## config.mk

```make
export PLATFORM = sky130hd
export DESIGN_NAME = sp_ram_param
export DESIGN_NICKNAME = d
export VERILOG_FILES = /design/src/rtl/sp_ram_pkg.sv /design/src/rtl/sp_ram_clear_ctrl.sv /design/src/rtl/sp_ram_param.sv
export SDC_FILE = /design/constraint.sdc
export NUM_CORES = 2
export LEC_CHECK = 0
export ABC_AREA = 1
export BUFFER_PORTS_ARGS = -buffer_cell sky130_fd_sc_hd__buf_2
export CAP_MARGIN = 10
export CORE_MARGIN = 2
export CORE_UTILIZATION = 30
export CTS_BUF_LIST = sky130_fd_sc_hd__clkbuf_2
export DETAILED_ROUTE_END_ITERATION = 16
export PLACE_DENSITY = 0.4
export SYNTH_ARGS = -nofsm -noshare
export SYNTH_HDL_FRONTEND = slang
export SYNTH_SLANG_ARGS = --single-unit
```

## constraint.sdc

```tcl
create_clock -name clk_i -period 8.4 [get_ports clk_i]
set_clock_uncertainty 0.05 [all_clocks]
set_input_delay 1.68 -clock clk_i [delete_from_list [all_inputs] [get_ports clk_i]]
set_output_delay 1.68 -clock clk_i [all_outputs]
set_load 0.05 [all_outputs]
```

## src/rtl/sp_ram_pkg.sv

```systemverilog
// Shared types and elaboration-time parameter checks for the sp_ram_param memory macro.
package sp_ram_pkg;

  localparam int BYTE_W = 8;

  typedef enum logic {
    CLEAR = 1'b0,
    READY = 1'b1
  } ram_state_e;

  function automatic bit read_lat_ok(input int lat);
    return (lat == 1) || (lat == 2);
  endfunction

  function automatic bit data_w_ok(input int w);
    return (w > 0) && ((w % BYTE_W) == 0);
  endfunction

endpackage

```

## src/rtl/sp_ram_clear_ctrl.sv

```systemverilog
// Clear sequencer: owns the array write port, sweeping INIT_VAL over every word before handing it to user writes.
// state | meaning:  CLEAR | writing INIT_VAL at ptr, ready low;  READY | user traffic accepted
module sp_ram_clear_ctrl
  import sp_ram_pkg::*;
#(
  parameter int DATA_W = 32,
  parameter int DEPTH = 128,
  parameter logic [DATA_W-1:0] INIT_VAL = '0,
  localparam int ADDR_W = $clog2(DEPTH),
  localparam int BE_W = DATA_W / 8
) (
  input  logic              clk,
  input  logic              rst_n,
  input  logic              init,
  input  logic              user_we,
  input  logic [ADDR_W-1:0] user_addr,
  input  logic [DATA_W-1:0] user_wdata,
  input  logic [BE_W-1:0]   user_be,
  output logic              ready,
  output logic              mem_we,
  output logic [ADDR_W-1:0] mem_addr,
  output logic [DATA_W-1:0] mem_wdata,
  output logic [BE_W-1:0]   mem_be
);

  localparam logic [ADDR_W-1:0] LAST = ADDR_W'(DEPTH - 1);

  ram_state_e        state;
  logic [ADDR_W-1:0] ptr;
  logic              clearing;

  always_ff @(posedge clk or negedge rst_n) begin
    if (!rst_n) begin
      state <= CLEAR;
      ptr   <= '0;
      ready <= 1'b0;
    end else begin
      case (state)
        CLEAR: begin
          if (ptr == LAST) begin
            state <= READY;
            ptr   <= '0;
            ready <= 1'b1;
          end else begin
            ptr <= ptr + 1'b1;
          end
        end
        READY: begin
          if (init) begin
            state <= CLEAR;
            ptr   <= '0;
            ready <= 1'b0;
          end
        end
        default: begin
          state <= CLEAR;
          ptr   <= '0;
          ready <= 1'b0;
        end
      endcase
    end
  end

  assign clearing  = (state == CLEAR);
  assign mem_we    = clearing | user_we;
  assign mem_addr  = clearing ? ptr : user_addr;
  assign mem_wdata = clearing ? INIT_VAL : user_wdata;
  assign mem_be    = clearing ? {BE_W{1'b1}} : user_be;

endmodule

```

## src/rtl/sp_ram_param.sv

```systemverilog
// Single-port RAM with byte enables, 1- or 2-cycle read latency and a hardware clear engine.
module sp_ram_param
  import sp_ram_pkg::*;
#(
  parameter int DATA_W = 32,
  parameter int DEPTH = 128,
  parameter int READ_LAT = 1,
  parameter logic [DATA_W-1:0] INIT_VAL = '0,
  localparam int ADDR_W = $clog2(DEPTH),
  localparam int BE_W = DATA_W / 8
) (
  input  logic              clk_i,
  input  logic              rst_n_i,
  input  logic              req_i,
  input  logic              we_i,
  input  logic [ADDR_W-1:0] addr_i,
  input  logic [DATA_W-1:0] wdata_i,
  input  logic [BE_W-1:0]   be_i,
  input  logic              init_i,
  output logic              ready_o,
  output logic [DATA_W-1:0] rdata_o,
  output logic              rvalid_o,
  output logic              err_o
);

  if (!data_w_ok(DATA_W)) begin : g_bad_data_w
    $error("sp_ram_param: DATA_W must be a positive multiple of 8");
  end
  if (!read_lat_ok(READ_LAT)) begin : g_bad_read_lat
    $error("sp_ram_param: READ_LAT must be 1 or 2");
  end
  if (DEPTH < 2) begin : g_bad_depth
    $error("sp_ram_param: DEPTH must be at least 2");
  end

  logic [DATA_W-1:0] mem [DEPTH];

  logic              in_range, accept, user_we, rd_acc, wr_err;
  logic              mem_we;
  logic [ADDR_W-1:0] mem_addr;
  logic [DATA_W-1:0] mem_wdata;
  logic [BE_W-1:0]   mem_be;

  // Only non-power-of-two depths can see addresses past the end of the array
  assign in_range = ({1'b0, addr_i} < (ADDR_W + 1)'(DEPTH));
  assign accept   = req_i & ready_o;
  assign user_we  = accept & we_i & in_range;
  assign rd_acc   = accept & ~we_i;
  assign wr_err   = accept & we_i & ~in_range;

  sp_ram_clear_ctrl #(
    .DATA_W   (DATA_W),
    .DEPTH    (DEPTH),
    .INIT_VAL (INIT_VAL)
  ) u_clear_ctrl (
    .clk        (clk_i),
    .rst_n      (rst_n_i),
    .init       (init_i),
    .user_we    (user_we),
    .user_addr  (addr_i),
    .user_wdata (wdata_i),
    .user_be    (be_i),
    .ready      (ready_o),
    .mem_we     (mem_we),
    .mem_addr   (mem_addr),
    .mem_wdata  (mem_wdata),
    .mem_be     (mem_be)
  );

  always_ff @(posedge clk_i) begin
    if (mem_we) begin
      for (int k = 0; k < BE_W; k++) begin
        if (mem_be[k]) mem[mem_addr][8*k +: 8] <= mem_wdata[8*k +: 8];
      end
    end
  end

  logic              v1, e1, werr;
  logic [DATA_W-1:0] d1;

  always_ff @(posedge clk_i or negedge rst_n_i) begin
    if (!rst_n_i) begin
      v1   <= 1'b0;
      e1   <= 1'b0;
      d1   <= '0;
      werr <= 1'b0;
    end else begin
      v1   <= rd_acc;
      e1   <= rd_acc & ~in_range;
      werr <= wr_err;
      if (rd_acc) d1 <= in_range ? mem[addr_i] : '0;
    end
  end

  if (READ_LAT == 2) begin : g_lat2
    logic              v2, e2;
    logic [DATA_W-1:0] d2;

    always_ff @(posedge clk_i or negedge rst_n_i) begin
      if (!rst_n_i) begin
        v2 <= 1'b0;
        e2 <= 1'b0;
        d2 <= '0;
      end else begin
        v2 <= v1;
        e2 <= e1;
        if (v1) d2 <= d1;
      end
    end

    assign rvalid_o = v2;
    assign rdata_o  = d2;
    assign err_o    = e2 | werr;
  end else begin : g_lat1
    assign rvalid_o = v1;
    assign rdata_o  = d1;
    assign err_o    = e1 | werr;
  end

endmodule
```

## Yosys cells after proc, flatten, opt, wreduce, memory -nomap -nowiden

Memory sizes are Yosys's and may differ from the RTL's. A register that Yosys moved wholly into a read port is not among the register bits.
Cells that the tools add are included.

- $add $sub $neg: 1
- Equality and inequality tests: 3
- Multiplexer cells: 24
- Bitwise gates (word level): 6
- Reductions and logical operators: 2

Operator list:

| kind | count |
|---|---|
| $mux W32 | 1 |
| $mux W7 | 3 |
| $mux W1 | 16 |
| $pmux W7 S2 | 1 |
| $add A7 B1 Y7 const B | 1 |
| $eq A7 B7 Y1 const B | 1 |
| $mux W4 | 1 |
| $ne A2 B2 Y1 const B | 2 |
| $pmux W1 S2 | 2 |
| $and A1 B1 Y1 | 3 |
| $not A1 Y1 | 2 |
| $reduce_and A2 Y1 | 1 |
| $logic_not A1 Y1 | 1 |
| $or A1 B1 Y1 | 1 |

- Register bits: 10
- Bits in writable memories: 4,096
- Output and inout port bits: 35
- Logic and storage cells: 41
- Memories kept: 1

Memory list:

| name | depth | bits a word | read ports | clocked after Yosys merged registers in | wr ports | line | source |
|---|---|---|---|---|---|---|---|
| mem | 128 | 32 | 1 | 1 | 1 | sp_ram_param.sv:36 | `logic [DATA_W-1:0] mem [DEPTH];` |

## Longest topological paths before layout

- Depth after elaboration: 5
- Mapped depth: 15
- Mapped depth without buffers: 11

## Hierarchy

A second synthesis with hierarchy kept.

- Cell total of the unflattened synthesis: 14,202
- Area, all modules: 168,497.9 sq um

Modules (own cells, without submodules):

| module | instances | cells an instance | area each (sq um) | seq. area each (sq um) |
|---|---|---|---|---|
| sp_ram_param | 1 | 14,052 | 167,643.3 | 123,823.8 |
| sp_ram_clear_ctrl | 1 | 150 | 854.6 | 225.2 |

## Worst setup path before layout

Ideal clock, no wire load.

- Kind: input port to flip-flop
- From: input wdata_i[0]
- To: memory mem[0][0], data pin
- Setup time: 0.486 ns
- Arrival time: 3.121 ns
- Required time: 7.864 ns
- Setup slack: 4.743 ns
- Stages: 2
- Path buffers: 0
- Path through: nand2_1 -> inv_1

- Word-level cells in the longest chain between the ends: 1

RTL lines:

| item | line | source |
|---|---|---|
| start, declared | sp_ram_param.sv:17 | `input logic [DATA_W-1:0] wdata_i,` |
| $mux W32 | sp_ram_clear_ctrl.sv:67 | `assign mem_wdata = clearing ? INIT_VAL : user_wdata;` |
| via mem_wdata[0] | sp_ram_param.sv:41 | `logic [DATA_W-1:0] mem_wdata;` |
| end, declared | sp_ram_param.sv:36 |  |

The timed path passes the listed nets, and every way through them passes these cells.

## Final worst setup path

- From: register d1[25], in the netlist rdata_o[25], read port of mem
- To: output rdata_o[25]

RTL lines:

| item | line | source |
|---|---|---|
| start, declared | sp_ram_param.sv:79 | `logic [DATA_W-1:0] d1;` |
| end, declared | sp_ram_param.sv:21 | `output logic [DATA_W-1:0] rdata_o,` |

No word-level cell between the ends.

==> flow_metrics.py <==
metrics = {
    "sta": {
        "max-slew-margin-rel_pct": 6.38,
        "tns_ps": 0,
        "slew_violations": 0,
        "rsz0062_at_grt": "no",
        "final_hold_viol_count": 0,
        "worst_slack_ps": 2750,
        "fin_crit_sh_pct": 67.2,
        "tightest_slew_ps": 1400,
        "setup_viol": 0,
        "finalCriticalPeriod_ps": 5650,
        "fmax_ghz": 0.177,
        "finalHoldWorstSlack_ps": 325,
    },
    "logic_synthesis": {
        "synth_seq_area_share_pct": 73.8,
        "postSynthCellCount": 14200,
        "synthTopCellsByArea": "edfxtp_1 73%, nand3_1 12%, nand2_1 9.8%",
        "synth_edf_count": 4096,
        "syn_nets": 14200,
        "ys_seq_elements": 4138,
        "ys_warn_count": 0,
        "ys.flop_type": "edfxtp_1",
        "synth_top_area_cell": "edfxtp_1",
        "avgSynthCellArea_um2": 11.8,
        "synth.distinct_cells": 26,
        "synth_top_area_share_pct": 73.2,
        "yosysMostFrequentCell": "nand2_1",
        "synthTopCellsByCount": "4408 x nand2_1, 4096 x edfxtp_1, 4036 x nand3_1, 599 x buf_2, 518 x nor2_1",
        "synth_async_sr_flop_share_pct": 1.01,
        "synthesis.area_mm2": 0.168,
    },
    "worst_setup_path": {
        "r2r_start": "u_clear_ctrl.state$_DFF_PN0_",
        "startpoint": "rdata_o[25]$_DFFE_PN0P_",
        "arrival_ps": 3920,
        "path_delay_family": "flip-flops",
        "crit_slowest_cell": "dfrtp_1",
        "startpoint_type": "register",
        "worstPathCellList": "buf_2",
        "critPathBufInv": 1,
        "slowest_delay_ps": 1040,
        "required_ps": 6670,
        "path_max_fanout": 2,
        "crit_type": "reg -> out",
        "cp-end-kind": "output port",
    },
    "place": {
        "dp_slack_ps": 2160,
        "io_buffers": 81,
        "hpwlAfterDp_um": 375000,
        "gp_congestion": 0.856,
        "place_area_mm2": 0.178,
    },
    "routing": {
        "viasPerCell": 5.00,
        "routed_wl_um": 636000,
        "wl_per_cell_um": 27.4,
        "drc": 0,
        "drt_iter0_markers": 10800,
        "dr_total_vias": 116000,
        "final_antenna_net_count": 0,
        "dr.pass1.iters": 8,
    },
    "cts": {
        "cts_tree": "done",
        "cts.clk_slew.worst_paths_ps": 90,
        "cts_resized": 0,
        "clk_latency_ps": 2460,
        "root_buffer": "clkbuf_2",
        "numClockSinks": 4138,
        "htreeDepth": 7,
        "cts-buffers-inserted": 1208,
        "cts_buffer_depth": 5,
    },
    "global_routing": {
        "grt_usage_pct": 22.0,
        "grt_overflow": 0,
        "grt_first_pass_wirelength_um": 886000,
        "grt_pass1_vias": 112000,
        "grt_max_degree": 169,
        "antenna_found_initial": 59,
    },
    "floorplan": {
        "fp.dieW_um": 752,
        "num_io_pins": 83,
        "start_util_pct": 30.1,
        "die_height_um": 752,
        "rows": 274,
        "coreArea_mm2": 0.557,
        "die_area_mm2": 0.566,
    },
    "finish": {
        "drive_above_1_share_pct": 15.7,
        "nets": 15000,
        "area_delta_synth_final_pct": 12.0,
        "final_area_mm2": 0.188,
    },
    "worst_hold_path": {
        "hold_class": "in -> reg",
        "hold_path.startpoint": "addr_i[0]",
    },
    "outcome": {
        "outcome": "complete, no violations",
    },
    "pwr": {
        "vdd_drop_max_mv": 0.136,
        "powerDensity_mw_per_mm2": 228,
        "total_power_w": 0.0430,
        "p_leak_nw": 69.6,
    },
    "job": {
        "cap_violations": 0,
    },
}
-- flip-flops by register name, indices dropped and copies added (netlist names) --
name	flops
u_clear_ctrl.ready	1
rdata_o	32
mem	4096
rvalid_o	1
u_clear_ctrl.ptr	7
u_clear_ctrl.state	1
-- where the power goes --
part / switching (W) / leakage [nW] / internal, W
clock network: 0.00874 / 7.90 / 0.00574
logic: 0.00369 / 23.2 / 0.000960
registers: 0.000436 / 38.5 / 0.0235
-- final cells by class --
class                   instances  area [µm²]
diodes                         64         160
clock buffers                1831        9160
clock inverters               132         583
fillers                     57000      369000
inverters                      60         422
multi-input cells            9014       39300
flip-flops and latches       4138      124000
well taps                    7452        9320
repair buffers                509        5300
-- kinds of logic (layout without fill, tap and decap cells) --
kind of cell | after synthesis | count (layout) | synth area share, %
xor+xnor | 3 | 3 | 0.0156
buf+inv | 1037 | 2532 | 2.94
other cells | 1 | 65 | 0.00223
fa+ha+maj | 1 | 1 | 0.00744
compound gates | 20 | 20 | 0.0789
simple gates | 8989 | 8989 | 23.1
flops | 4138 | 4138 | 73.8
-- metal layers --
layer  part of all wire [%]  up-vias  global-route usage (%)
met5                  0.030        -                   0.446
met3                    6.9     1143                    5.18
met4                    3.4       18                    8.70
met1                     45    58200                    30.4
met2                     45     4233                    33.4
li1                       -    52500                       -
-- per-stage QoR --
step,util (%),std cells
2_1_floorplan,-,14200
3_3_place_gp,31.6,21000
3_5_place_dp,31.9,21100
4_1_cts,33.7,23100
5_1_grt,33.8,23200
6_report,33.8,23200
-- cells in the final DEF, fill, tap and decap left out, types with 5 or more instances in the layout --
master	count
inv_4	5
nand2_1	4405
o21ai_0	6
nor2_1	457
clkinv_2	7
nor2_2	80
buf_12	43
nor2_4	5
inv_6	29
clkbuf_2	1831
buf_2	74
clkinv_1	109
edfxtp_1	4096
buf_4	253
buf_8	42
inv_2	22
nand3_1	4036
dlygate4sd3_1	49
buf_6	17
inv_1	13
diode_2	64
dfrtp_1	41
buf_16	31
-- what timing repair did --
item                                   4_1_cts  5_1_grt
setup buffers                                0        0
endpoints found under the hold margin     1765        0
hold buffers                                49        0
-- worst paths after layout --
check	to	slack, ps	cells past startpoint
worst max-delay path	rdata_o[25]	2750	1
worst min-delay path	rdata_o[26]$_DFFE_PN0P_	330	11
worst max register to register	mem[34][10]$_DFFE_PP_	3570	6
worst min register to register	rdata_o[24]$_DFFE_PN0P_	450	2
max in group asynchronous	rdata_o[20]$_DFFE_PN0P_	6360	4
min in group asynchronous	rvalid_o$_DFF_PN0_	520	3
(Power assumes the default switching activity.)
